File: src/rtl/az_controller.sv
// az_controller: auto-zero sequencer on the initiator side of the ADC measure handshake.
// It switches azmux between the signal (HI) and zero (LO) inputs and waits for the input to settle.
// It triggers one measurement per phase and emits a stamped sample_valid pulse for each one.
//
// Handshake: adc_measure_start_o is held high for START_HOLD cycles to request a measurement.
// The adc drops adc_measure_done_i while it is busy. It then pulses done high for one cycle at
// completion. Only a done level seen in WAIT counts; a done level in IDLE/SETTLE/START is ignored.
module az_controller #(
  parameter logic [3:0]  AZMUX_HI       = 4'b0001,
  parameter logic [3:0]  AZMUX_LO       = 4'b0010,
  parameter logic [3:0]  AZMUX_OFF      = 4'b0000,
  parameter int unsigned START_HOLD     = 4,
  parameter int unsigned TIMEOUT_MARGIN = 1024
) (
  input  logic        clk_i,
  input  logic        reset_i,
  input  logic        run_i,
  input  logic        az_mode_i,
  input  logic [31:0] clk_settle_duration_i,
  input  logic [31:0] clk_sample_duration_i,
  input  logic        adc_measure_done_i,
  output logic        adc_measure_start_o,
  output logic [3:0]  azmux_o,
  output logic        sample_valid_o,
  output logic        sample_is_hi_o,
  output logic [15:0] sample_seq_o,
  output logic        timeout_err_o,
  output logic [5:0]  monitor_o,
  output logic [2:0]  state_o
);

  typedef enum logic [2:0] {
    S_IDLE   = 3'd0,
    S_SETTLE = 3'd1,
    S_START  = 3'd2,
    S_WAIT   = 3'd3,
    S_DONE   = 3'd4
  } state_t;

  localparam logic [7:0]  HOLD_LOAD = 8'(START_HOLD - 1);
  localparam logic [32:0] MARGIN    = 33'(TIMEOUT_MARGIN);

  state_t      state_q, state_d;
  logic        phase_hi_q, phase_hi_d;
  logic [31:0] cnt_q, cnt_d;
  logic [7:0]  hold_q, hold_d;
  logic [31:0] tmo_q, tmo_d;
  logic        start_q, start_d;
  logic [3:0]  azmux_q, azmux_d;
  logic        valid_q, valid_d;
  logic        is_hi_q, is_hi_d;
  logic [15:0] seq_q, seq_d;
  logic        err_q, err_d;
  logic        run_q;
  logic [5:0]  mon_q, mon_d;

  logic [32:0] tmo_sum;
  logic [31:0] tmo_load;
  logic        run_rise;

  // Timeout load saturates instead of wrapping for very long sample durations.
  always_comb begin
    tmo_sum  = {1'b0, clk_sample_duration_i} + MARGIN;
    tmo_load = tmo_sum[32] ? 32'hFFFF_FFFF : tmo_sum[31:0];
    run_rise = run_i & ~run_q;
  end

  // State register and all registered outputs.
  always_ff @(posedge clk_i or posedge reset_i) begin
    if (reset_i) begin
      state_q    <= S_IDLE;
      phase_hi_q <= 1'b0;
      cnt_q      <= '0;
      hold_q     <= '0;
      tmo_q      <= '0;
      start_q    <= 1'b0;
      azmux_q    <= AZMUX_OFF;
      valid_q    <= 1'b0;
      is_hi_q    <= 1'b0;
      seq_q      <= '0;
      err_q      <= 1'b0;
      run_q      <= 1'b0;
      mon_q      <= '0;
    end else begin
      state_q    <= state_d;
      phase_hi_q <= phase_hi_d;
      cnt_q      <= cnt_d;
      hold_q     <= hold_d;
      tmo_q      <= tmo_d;
      start_q    <= start_d;
      azmux_q    <= azmux_d;
      valid_q    <= valid_d;
      is_hi_q    <= is_hi_d;
      seq_q      <= seq_d;
      err_q      <= err_d;
      run_q      <= run_i;
      mon_q      <= mon_d;
    end
  end

  // Next-state and next-output logic for the sequencer.
  always_comb begin
    state_d    = state_q;
    phase_hi_d = phase_hi_q;
    cnt_d      = cnt_q;
    hold_d     = hold_q;
    tmo_d      = tmo_q;
    start_d    = start_q;
    azmux_d    = azmux_q;
    valid_d    = 1'b0;
    is_hi_d    = is_hi_q;
    seq_d      = seq_q;
    err_d      = err_q;

    // A fresh run request clears a previous timeout; a new timeout below still wins.
    if (run_rise) err_d = 1'b0;

    case (state_q)
      S_IDLE: begin
        start_d = 1'b0;
        azmux_d = AZMUX_OFF;
        if (run_i) begin
          phase_hi_d = 1'b1;
          azmux_d    = AZMUX_HI;
          cnt_d      = clk_settle_duration_i;
          state_d    = S_SETTLE;
        end
      end
      S_SETTLE: begin
        if (cnt_q == 32'd0) begin
          start_d = 1'b1;
          hold_d  = HOLD_LOAD;
          state_d = S_START;
        end else begin
          cnt_d = cnt_q - 32'd1;
        end
      end
      S_START: begin
        if (hold_q == 8'd0) begin
          start_d = 1'b0;
          tmo_d   = tmo_load;
          state_d = S_WAIT;
        end else begin
          hold_d = hold_q - 8'd1;
        end
      end
      S_WAIT: begin
        if (adc_measure_done_i) begin
          valid_d = 1'b1;
          is_hi_d = phase_hi_q;
          seq_d   = seq_q + 16'd1;
          state_d = S_DONE;
        end else if (tmo_q == 32'd0) begin
          err_d   = 1'b1;
          azmux_d = AZMUX_OFF;
          state_d = S_IDLE;
        end else begin
          tmo_d = tmo_q - 32'd1;
        end
      end
      S_DONE: begin
        if (!run_i) begin
          azmux_d = AZMUX_OFF;
          state_d = S_IDLE;
        end else if (az_mode_i) begin
          phase_hi_d = ~phase_hi_q;
          azmux_d    = phase_hi_q ? AZMUX_LO : AZMUX_HI;
          cnt_d      = clk_settle_duration_i;
          state_d    = S_SETTLE;
        end else if (!phase_hi_q) begin
          // Leaving alternate mode while on LO: return to HI and let it settle.
          phase_hi_d = 1'b1;
          azmux_d    = AZMUX_HI;
          cnt_d      = clk_settle_duration_i;
          state_d    = S_SETTLE;
        end else begin
          start_d = 1'b1;
          hold_d  = HOLD_LOAD;
          state_d = S_START;
        end
      end
      default: begin
        start_d = 1'b0;
        azmux_d = AZMUX_OFF;
        state_d = S_IDLE;
      end
    endcase

    mon_d = {err_d, (state_d == S_SETTLE), valid_d, is_hi_d, adc_measure_done_i, start_d};
  end

  assign adc_measure_start_o = start_q;
  assign azmux_o             = azmux_q;
  assign sample_valid_o      = valid_q;
  assign sample_is_hi_o      = is_hi_q;
  assign sample_seq_o        = seq_q;
  assign timeout_err_o       = err_q;
  assign monitor_o           = mon_q;
  assign state_o             = state_q;

endmodule

File: config.mk
export PLATFORM = sky130hd
export DESIGN_NAME = az_controller
export DESIGN_NICKNAME = d
export VERILOG_FILES = /design/src/rtl/az_controller.sv
export SDC_FILE = /design/constraint.sdc
export NUM_CORES = 1
export LEC_CHECK = 0
export ABC_AREA = 1
export CAP_MARGIN = 20
export CORE_ASPECT_RATIO = 1.5
export CORE_UTILIZATION = 41
export CTS_BUF_LIST = sky130_fd_sc_hd__clkbuf_8
export CTS_CLUSTER_SIZE = 24
export DETAILED_ROUTE_END_ITERATION = 8
export SLEW_MARGIN = 10
export SYNTH_ARGS = -nofsm -noshare
export SYNTH_HDL_FRONTEND = slang
export SYNTH_SLANG_ARGS = --single-unit
export TNS_END_PERCENT = 30
File: constraint.sdc
create_clock -name clk_i -period 3.7 [get_ports clk_i]
set_input_delay 0.555 -clock clk_i [delete_from_list [all_inputs] [get_ports clk_i]]
set_output_delay 0.555 -clock clk_i [all_outputs]
set_load 0.1 [all_outputs]
=== Word level (Yosys, flattened, before mapping) ===
Index checks and enable logic that the tools add are counted.

* Memory bits (writable): 0
* Word-level logic and storage cells: 107
* Output and inout port bits: 33
* Input port bits: 69
* Memory bits (read-only): 0
* Latch bits: 0
* Register bits: 107
* Memories kept: 0

* Multipliers: 0
* Eq/ne operators: 18
* Div/mod/pow operators: 0
* Shift operators: 0
* $lt $le $gt $ge: 0
* Bitwise gates (word level): 4
* Mux-type cells: 52
* Reductions and logical operators: 15
* Add/subtract/negate cells: 5

{| class="wikitable"
|+ Operators by type and width
! kind !! number
|-
| $mux W32 || 9
|-
| $pmux W32 S3 || 1
|-
| $logic_not A32 Y1 || 2
|-
| $pmux W32 S2 || 1
|-
| $sub A32 B1 Y32 const B || 2
|-
| $mux W8 || 5
|-
| $add A32 B11 Y33 const B || 1
|-
| $pmux W8 S3 || 1
|-
| $ne A2 B2 Y1 const B || 11
|-
| $mux W4 || 5
|-
| $mux W1 || 17
|-
| $add A16 B1 Y16 const B || 1
|-
| $pmux W4 S4 || 1
|-
| $mux W3 || 5
|-
| $pmux W3 S5 || 1
|-
| $logic_not A8 Y1 || 1
|-
| $mux W2 || 4
|-
| $reduce_and A4 Y1 || 2
|-
| $sub A8 B1 Y8 const B || 1
|-
| $eq A3 B1 Y1 const B || 2
|-
| $eq A3 B2 Y1 const B || 2
|-
| $reduce_and A6 Y1 || 1
|-
| $reduce_bool A3 Y1 || 2
|-
| $reduce_and A5 Y1 || 1
|-
| 12 further kinds || 15
|}

=== Longest topological paths before layout ===
Gate-level depths: netlist of the first run.

* Depth after elaboration: 6
* Gate-level depth with buffers: 13
* Depth with buffers taken out: 12

=== Worst setup path before layout of the first run ===
OpenSTA, ideal clock, no wires.

* Path kind: register -> register
* Start point: reg state_q[1] (netlist: state_o[1])
* End point: reg seq_q[14] (netlist: sample_seq_o[14])
* Period minus slack after synthesis: 2.227 ns
* Setup time: 0.158 ns
* Cell stages (with the launch flop): 9
* Path slack: 1.473 ns
* Path buffers: 0
* Data arrival time: 2.069 ns
* Data required time: 3.542 ns
* Cell sequence: dfrtp_1 -> nand3_4 -> nor2_8 -> inv_2 -> nor2_4 -> nand3_1 -> nor2_2 -> nand2_1 -> xnor2_1

* Cells in the longest elaborated chain, start to end: 2

{| class="wikitable"
|+ Ends and longest elaborated chain
! item !! line !! RTL
|-
| start, declared || 43 || <nowiki>state_t state_q, state_d;</nowiki>
|-
| start signal, assigned || 85 || <nowiki>state_q <= state_d;</nowiki>
|-
| $eq A3 B2 Y1 || 118 || <nowiki>case (state_q)</nowiki>
|-
| $reduce_and A2 Y1 (no source line) || n/a ||
|-
| end signal, assigned || 94 || <nowiki>seq_q <= seq_d;</nowiki>
|-
| end, declared || 52 || <nowiki>logic [15:0] seq_q, seq_d;</nowiki>
|}

Every way passes these cells.
A chain may end at the register's enable or synchronous reset.

=== Worst setup path after layout of the first run ===
* Start point: reg state_q[0] (netlist: state_o[0])
* End point: out state_o[0]

{| class="wikitable"
|+ RTL lines
! item !! line !! RTL
|-
| end, declared || 29 || <nowiki>output logic [2:0] state_o</nowiki>
|}

No word-level cell between the ends.

==> summary.md, run 1 <==
| Metric | Value |
|---|---|
| Placed insts | 1472 |
| Sequential element share of the synthesized area | 33.7% |
| P_int | ~0.0030 W |
| Final Cell Area | ~8800 sq um |
| Slowest stage cell, crit path | clkdlybuf4s50_1 |
| CTS root buffer | clkbuf_8 |
| Syn_area_per_cell | 6.33 sq um |
| Final hold viol count | 0 |
| Final-layout fill cell count | 1907 |
| Post-synth EDFFs | 0 |
| CTS Hold Buffers Added | 0 |
| Comb power frac | slightly below 60% |
| Number of buffers created by CTS | 9 |
| R2R Path Start | tmo_q[0]$_DFFE_PP0P_ |
| Final HPWL from detailed placement | 15900 microns |
| Die ar. | 18800 sq um |
| Status | finished, final reports clean |
| Psw | around 0.0036 W |
| Crit Path Max Fanout | 5 |
| Syn Inst Count | 1183 |
| Crit-path max cell delay | 1.20 ns |
| WL per Instance | 14.2 microns |
| Final Critical Period | about 2.7 ns |
| GRT Overall Usage | 23.3% |
| Critical path type | flop to output port |
| Die Y | 168 microns |
| Crit path DAT | 2.10 ns |
| Worst Hold Path EP | sample_seq_o[15]$_DFFE_PP0P_ |
| Hold Crit Depth | 1 |
| Ant. Diodes | 0 |
| Clock Sinks | 101 |
| Req. time, crit path | 3.14 ns |
| Max Slew Vio Count | 0 |
| Core Region | 17900 sq um |
| CP Buf/Inv Count | 1 |
| Period utilisation layout | 71.7% |
| Placed cell area | 8590 sq um |
| Worst-path cell chain | clkdlybuf4s50_1 |
| Chip width | between 100 and 150 microns |
| Total gr overflow | 0 |
| Post-CTS Setup Inserts | 0 |
| Max_cap viols | 0 |
| Terminus of the critical flop-to-flop path | tmo_q[21]$_DFFE_PP0P_ |
| Mapped cell area | between 7000 and 8000 sq um |
| Via count | 7416 |
| Hold path startpoint | sample_seq_o[15]$_DFFE_PP0P_ |
| Pwr Density | approximately 750 nW/um^2 |
| LEAKAGE | 4.22 nW |
| Vias in the first global route | 7197 |
| Final setup viols | 0 |
| Total negative slack | 0 ns |
| Site Rows | 60 |
| Synth warn | 0 |
| Final Skew | 0.0223 ns |
| Area grow syn2layout | 17.0% |
| Clk buf depth | 2 |
| Vias per cell | around 5.0 |
| GPL Wtd Cong | around 0.97 |
| Final core occ | 48.9% |
| Fraction of registers with async set/reset | 100% |
| Routed WL | approximately 21000 microns |
| Starting Density | 41.8% |
| TritonRoute pass-1 iters | 4 |
| Seq cells post-synth | 101 |
| Ports | 102 |
| Maximum clock frequency | 377 MHz |
| Pin count of the biggest net entering global routing | 52 |
| Final std cells w/o fill | 1488 |
| Sw Share | 54.8% |
| DRT iter0 DRCs | 375 |
| Cell family with most CP delay | buffers and inverters |
| Share of layout cells above drive strength 1 | under 10% |
| RSZ-0062 raised after global routing | no |
| CP endpoint kind | output port |
| Clock Latency Late Sink | between 0.3 and 0.4 ns |
| Worst R2R Path Depth | 10 |
| Initial antenna violation count | 0 |
| Post_cts resized | 0 |
| CTS tree | done |
| Unique masters post-synth | 40 |
| First-pass GRT wire length | 34900 microns |
| ANT nets after route | 0 |
| Htree depth | 3 |
| DRC viols | 0 |
| Startpoint types | flop |
| Buffers on Ports | 99 |
| Power share of the clock group | between 10% and 20% |
| Worst hold path type | flop to flop |
| Main synth FF type | dfrtp_1 |
| CTS clk-pin slew, worst paths | between 0.1 and 0.15 ns |
| Tightest Pin Transition | 1.00 ns |
| Final #Nets | 1340 |
| Rel. slew slack | 33.0% |
| Worst-case vdd ir drop | just over 400 uV |
| Fraction of power consumed by sequential logic | between 30% and 40% |
| R2R Setup Slk | between 1 and 1.5 ns |
==> cell usage after synthesis (3+ instances only) <==
master    number  share of area [%]
a21oi_1       16                1.1
a31oi_1        3               0.25
buf_2          8               0.53
buf_4          7               0.70
buf_6          7                1.1
clkbuf_1      11               0.55
dfrtp_1      101                 34
ha_1           5               0.84
inv_1        107                5.4
inv_2          7               0.35
nand2_1      441                 22
nand2_2        7               0.58
nand3_1       87                5.8
nand3b_1       5               0.50
nand4_1       21                1.8
nor2_1       171                8.6
nor2_2        18                1.5
nor3_1         7               0.47
o21ai_0       44                2.9
o21ai_1       31                2.1
o21ai_2        8               0.94
o21bai_1       8               0.80
or2_2          6               0.50
xnor2_1        9                1.1
xor2_1        29                3.4
==> flip-flops by register name (all words and copies together) (netlist names) <==
register	count
monitor_o	5
cnt_q	32
run_q	1
azmux_o	2
hold_q	8
timeout_err_o	1
sample_seq_o	16
phase_hi_q	1
state_o	3
tmo_q	32
==> per-stage QoR <==
stage | setup slack, ns | total power, W | hold WS, ns
after global placement | 0.997 | 0.00585 | 0.455
after global routing | 0.989 | 0.00719 | 0.498
after detailed placement | 0.922 | 0.00590 | 0.456
after floorplan | 0.498 | 0.00506 | 0.452
final | 1.05 | 0.00656 | 0.474
after CTS | 1.02 | 0.00662 | 0.476
==> power groups by stage <==
stage / Clock (W) / Sequential, W / Combinational (W)
3_5_place_dp: 0 / 0.00209 / 0.00381
4_1_cts: 0.000722 / 0.00207 / 0.00383
6_report: 0.000694 / 0.00208 / 0.00379
3_3_place_gp: 0 / 0.00209 / 0.00376
2_1_floorplan: 0 / 0.00238 / 0.00269
5_1_grt: 0.000756 / 0.00215 / 0.00429
==> logic make-up (layout without fill, tap and decap cells) <==
kind of cell / after synthesis / count (layout) / share of synthesized area [%]
compound gates: 116 / 116 / 8.87
xor+xnor: 38 / 38 / 4.44
fa+ha+maj: 5 / 5 / 0.835
buf+inv: 149 / 236 / 8.67
flops: 101 / 101 / 33.7
mux: 1 / 1 / 0.134
other cells: 1 / 2 / 0.0501
simple gates: 772 / 772 / 43.3
==> worst register-to-register path: stages, from the launching register on <==
cell	delay, ns
dfrtp_1	0.38
inv_1	0.13
ha_1	0.35
nand2_2	0.17
nor2_4	0.19
nand2_2	0.10
nor2_1	0.11
nor2_1	0.09
o21bai_4	0.60
nand2_1	0.12
nand2_1	0.09
==> worst max-delay path by stage <==
stage,from,endpoint,slack (ns),cells past startpoint
2_1_floorplan,reset_i,azmux_o[0]$_DFFE_PP0P_,0.50,1
3_3_place_gp,clk_sample_duration_i[10],tmo_q[24]$_DFFE_PP0P_,1.0,10
3_5_place_dp,clk_sample_duration_i[10],tmo_q[24]$_DFFE_PP0P_,0.92,10
4_1_cts,state_o[0]$_DFF_PP0_,state_o[0],1.02,1
5_1_grt,state_o[1]$_DFF_PP0_,state_o[1],0.99,1
6_report,state_o[0]$_DFF_PP0_,state_o[0],1.05,1
==> cells in the final DEF (no fill, tap or decap), types with 2 or more instances in the layout <==
master             n
clkdlybuf4s50_1   99
o21ai_0           44
o31ai_1            2
nand3_4            2
ha_1               5
nand3b_1           5
clkbuf_8           9
nand2_2            7
buf_4              6
nor2_4             2
a21oi_2            2
a21oi_1           16
dfrtp_1          101
o21ai_1           31
a31oi_1            3
inv_1            106
nor3_1             7
conb_1             2
nand2_1          441
o21bai_1           8
clkinv_2           2
nand3_1           87
nor2_2            18
nand4_1           21
inv_2              7
xnor2_1            9
inv_6              2
or2_2              6
clkinv_4           2
nor2_1           171
xor2_1            29
o21ai_2            8
==> routing by layer <==
layer,vias to the layer above,global-route usage (%),part of all wire (%)
li1,3872,-,-
met1,3331,25.0,39
met2,167,44.8,53
met3,46,2.14,2.7
met4,0,11.9,4.6
met5,-,0,0
==> layout make-up <==
cell class / count / area, sq um / area share, %
clock buffers: 9 / 124 / 1.41
clock inverters: 7 / 56.3 / 0.642
inverters: 115 / 434 / 4.95
multi-input cells: 934 / 4320 / 49.3
flip-flops and latches: 101 / 2530 / 28.8
well taps: 217 / 272 / 3.10
repair buffers: 105 / 1040 / 11.8
Note: power is estimated with default switching activity, not from simulation.
==> run 2, diff against run 1 <==
clock period = 2.7 ns   (was 3.7 ns; I/O delays follow)
==> run 2 against run 1 <==
  * Via count rose by 1.7%
  * Sequential cell count is the same
  * Worst hold slack lost 0.060 ns
  * First-iteration DRC count down 2.9%
  * Combinational power up 40%
  * Clock skew decreased by 0.0032 ns
  * Register-to-register slack got worse by 0.75 ns
  * Design area up 0.27%
  * Die area unchanged
  * Clock power rose by 42%
==> summary.md, run 2 (synthesis results as in run 1) <==
| Metric | Value |
|---|---|
| Final-layout fill cell count | 1927 (+1.0%) |
| Final std cells w/o fill | 1495 (+0.47%) |
| GRT Overall Usage | 23.6% (+0.26 points) |
| Commonest non-fill, non-tap cell in the layout | nand2_1 |
| Max Slew Vio Count | 0 (unchanged) |
| ANT nets after route | 0 (unchanged) |
| Critical path type | flop to flop |
| Slowest stage cell, crit path | dfrtp_1 |
| Core Region | 17900 sq um (unchanged) |
| Crit Path Max Fanout | 26 (+21) |
| Vias per cell | 5.05 (+1.2%) |
| TritonRoute pass-1 iters | 5 (+1) |
| Post_cts resized | 0 (unchanged) |
| Routed WL | 21500 microns (+1.8%) |
| Pwr Density | 1040 nW/um^2 (+39%) |
| Worst-case vdd ir drop | 500 uV (+21%) |
| Maximum clock frequency | 464 MHz |
| Tightest Pin Transition | 0.604 ns (-0.399 ns) |
| Area grow syn2layout | 17.4% |
| Vias in the first global route | 7287 (+1.3%) |
| Starting Density | 41.8% (unchanged) |
| CP endpoint kind | flop |
| Clock Sinks | 101 (unchanged) |
| Final #Nets | 1347 (+0.52%) |
| Pin count of the biggest net entering global routing | 60 (+15%) |
| Chip width | 112 microns (unchanged) |
| Htree depth | 3 (unchanged) |
| R2R Path Start | tmo_q[21]$_DFFE_PP0P_ |
| Routed wl met3 | 635 microns (+12%) |
| Cell family with most CP delay | simple AND/OR/NAND/NOR gates |
| CTS tree | done |
| Total gr overflow | 0 (unchanged) |
| Post-CTS Setup Inserts | 0 (unchanged) |
| Final HPWL from detailed placement | 16500 microns (+3.4%) |
| Site Rows | 60 (unchanged) |
| WL per Instance | 14.4 microns (+1.3%) |
| Placed insts | 1479 (+0.48%) |
| DRT iter0 DRCs | 364 (-2.9%) |
| Initial antenna violation count | 0 (unchanged) |
| Final hold viol count | 0 (unchanged) |
| LEAKAGE | 4.31 nW (+2.1%) |
| Critical path startpoint | tmo_q[21]$_DFFE_PP0P_ |
| RSZ-0062 raised after global routing | no |
| Ant. Diodes | 0 (unchanged) |
| Status | finished, final reports clean |
| Final setup viols | 0 (unchanged) |
| CP Buf/Inv Count | 1 (unchanged) |
| Clock Latency Late Sink | 0.38 ns (about the same) |
| Via count | 7543 (+1.7%) |
| Period utilisation layout | about four fifths |
| Crit path DAT | 2.47 ns (+0.37 ns) |
| Most frequent cells in the layout | nand2_1 (441), nor2_1 (171), inv_1 (106), dfrtp_1 (101), nand3_1 (87) |
| Uppermost routed layer | met4 |
| Final Critical Period | 2.15 ns |
| Total negative slack | 0 ns (unchanged) |
| CTS Hold Buffers Added | 0 (unchanged) |
| Wire length on met1 | 8110 microns (-2.9%) |
| CTS root buffer | clkbuf_8 |
| First-pass GRT wire length | 35000 microns (+0.44%) |
| DRC viols | 0 (unchanged) |
| Die ar. | 18800 sq um (unchanged) |
| Clk buf depth | 2 (unchanged) |
| GPL Wtd Cong | 0.980 (+0.82%) |
| Share of layout cells above drive strength 1 | 9.15% (+2.9 points) |
| Final Skew | 0.0191 ns (-0.00322 ns) |
| Rel. slew slack | 59.4% (+26 points) |
| Max_cap viols | 0 (unchanged) |
| Req. time, crit path | 3.02 ns (-0.12 ns) |
| Crit-path max cell delay | 0.47 ns (-0.73 ns) |
| Worst-path cell chain | nor2_1 -> nand2_1 -> nor2_1 -> nand2_1 -> nor2_1 -> nor2_1 -> o21bai_4 -> buf_4 -> nand2_1 -> nand2_1 |
| Worst hold path type | input pin to asynchronous set/reset pin |
| Startpoint types | flop |
| Number of buffers created by CTS | 9 (unchanged) |
| Buffers on Ports | 99 (unchanged) |
| CTS clk-pin slew, worst paths | 0.11 ns (about the same) |
| Ports | 102 (unchanged) |
| Metal2 WL | 11500 microns (+2.3%) |
| Die Y | 168 microns (unchanged) |
==> run 2: cell types whose count changed in the layout (fill, tap and decap cells not counted), sizes merged <==
| cell | previous run | this run |
|---|---|---|
| buf | 6 | 44 |
| clkdlybuf4s50 | 99 | 68 |
| clkinv | 5 | 3 |
| clkinvlp | 0 | 2 |
==> run 2: worst reg2reg max path, stage by stage (launching register included) <==
cell	delay (ns)
dfrtp_1	0.47
nor2_1	0.22
nand2_1	0.08
nor2_1	0.32
nand2_1	0.17
nor2_1	0.11
nor2_1	0.08
o21bai_4	0.13
buf_4	0.32
nand2_1	0.11
nand2_1	0.08
==> run 2: final cells by class <==
cell class / count / area (sq um) / share of cell area, %
Clock buffer: 9 / 124 / 1.41
Multi-Input combinational cell: 934 / 4320 / 49.1
Tap cell: 217 / 272 / 3.09
Timing Repair Buffer: 112 / 1050 / 11.9
Sequential cell: 101 / 2530 / 28.7
Inverter: 115 / 435 / 4.95
Clock inverter: 7 / 66.3 / 0.754
==> run 2: final timing paths <==
check	slack, ns	cells past startpoint	to
worst max register to register	0.55	10	tmo_q[10]$_DFFE_PP0P_
worst min register to register	0.47	1	sample_seq_o[15]$_DFFE_PP0P_
worst max-delay path	0.55	10	tmo_q[10]$_DFFE_PP0P_
max in group asynchronous	1.58	3	cnt_q[31]$_DFFE_PP0P_
min in group clk_i	0.47	1	sample_seq_o[15]$_DFFE_PP0P_
worst min-delay path	0.41	2	tmo_q[5]$_DFFE_PP0P_
==> run 2: metal layers <==
metal / vias up / track usage, %
met4: 0 / 14.8
met3: 57 / 2.06
met5: - / 0
met1: 3401 / 24.1
met2: 184 / 45.5
li1: 3901 / -
==> run 2: per-stage QoR <==
step / instance area [sq um] / hold WS [ns] / utilization, % / power, W / setup WS (ns)
3_3_place_gp: 8600 / 0.456 / 47.9 / 0.00814 / 0.238
5_1_grt: 8790 / 0.435 / 49.0 / 0.00992 / 0.390
6_report: 8790 / 0.415 / 49.0 / 0.00912 / 0.547
3_5_place_dp: 8600 / 0.461 / 47.9 / 0.00820 / 0.219
4_1_cts: 8790 / 0.410 / 49.0 / 0.00922 / 0.566
2_1_floorplan: 7500 / 0.436 / - / 0.00694 / 0.473
==> run 2: report_power, final <==
part / total (W) / internal (W) / switching, W
logic: 0.00529 / 0.00165 / 0.00365
clock network: 0.000983 / 0.000359 / 0.000624
registers: 0.00285 / 0.00214 / 0.000714
total: 0.00912 / 0.00414 / 0.00498
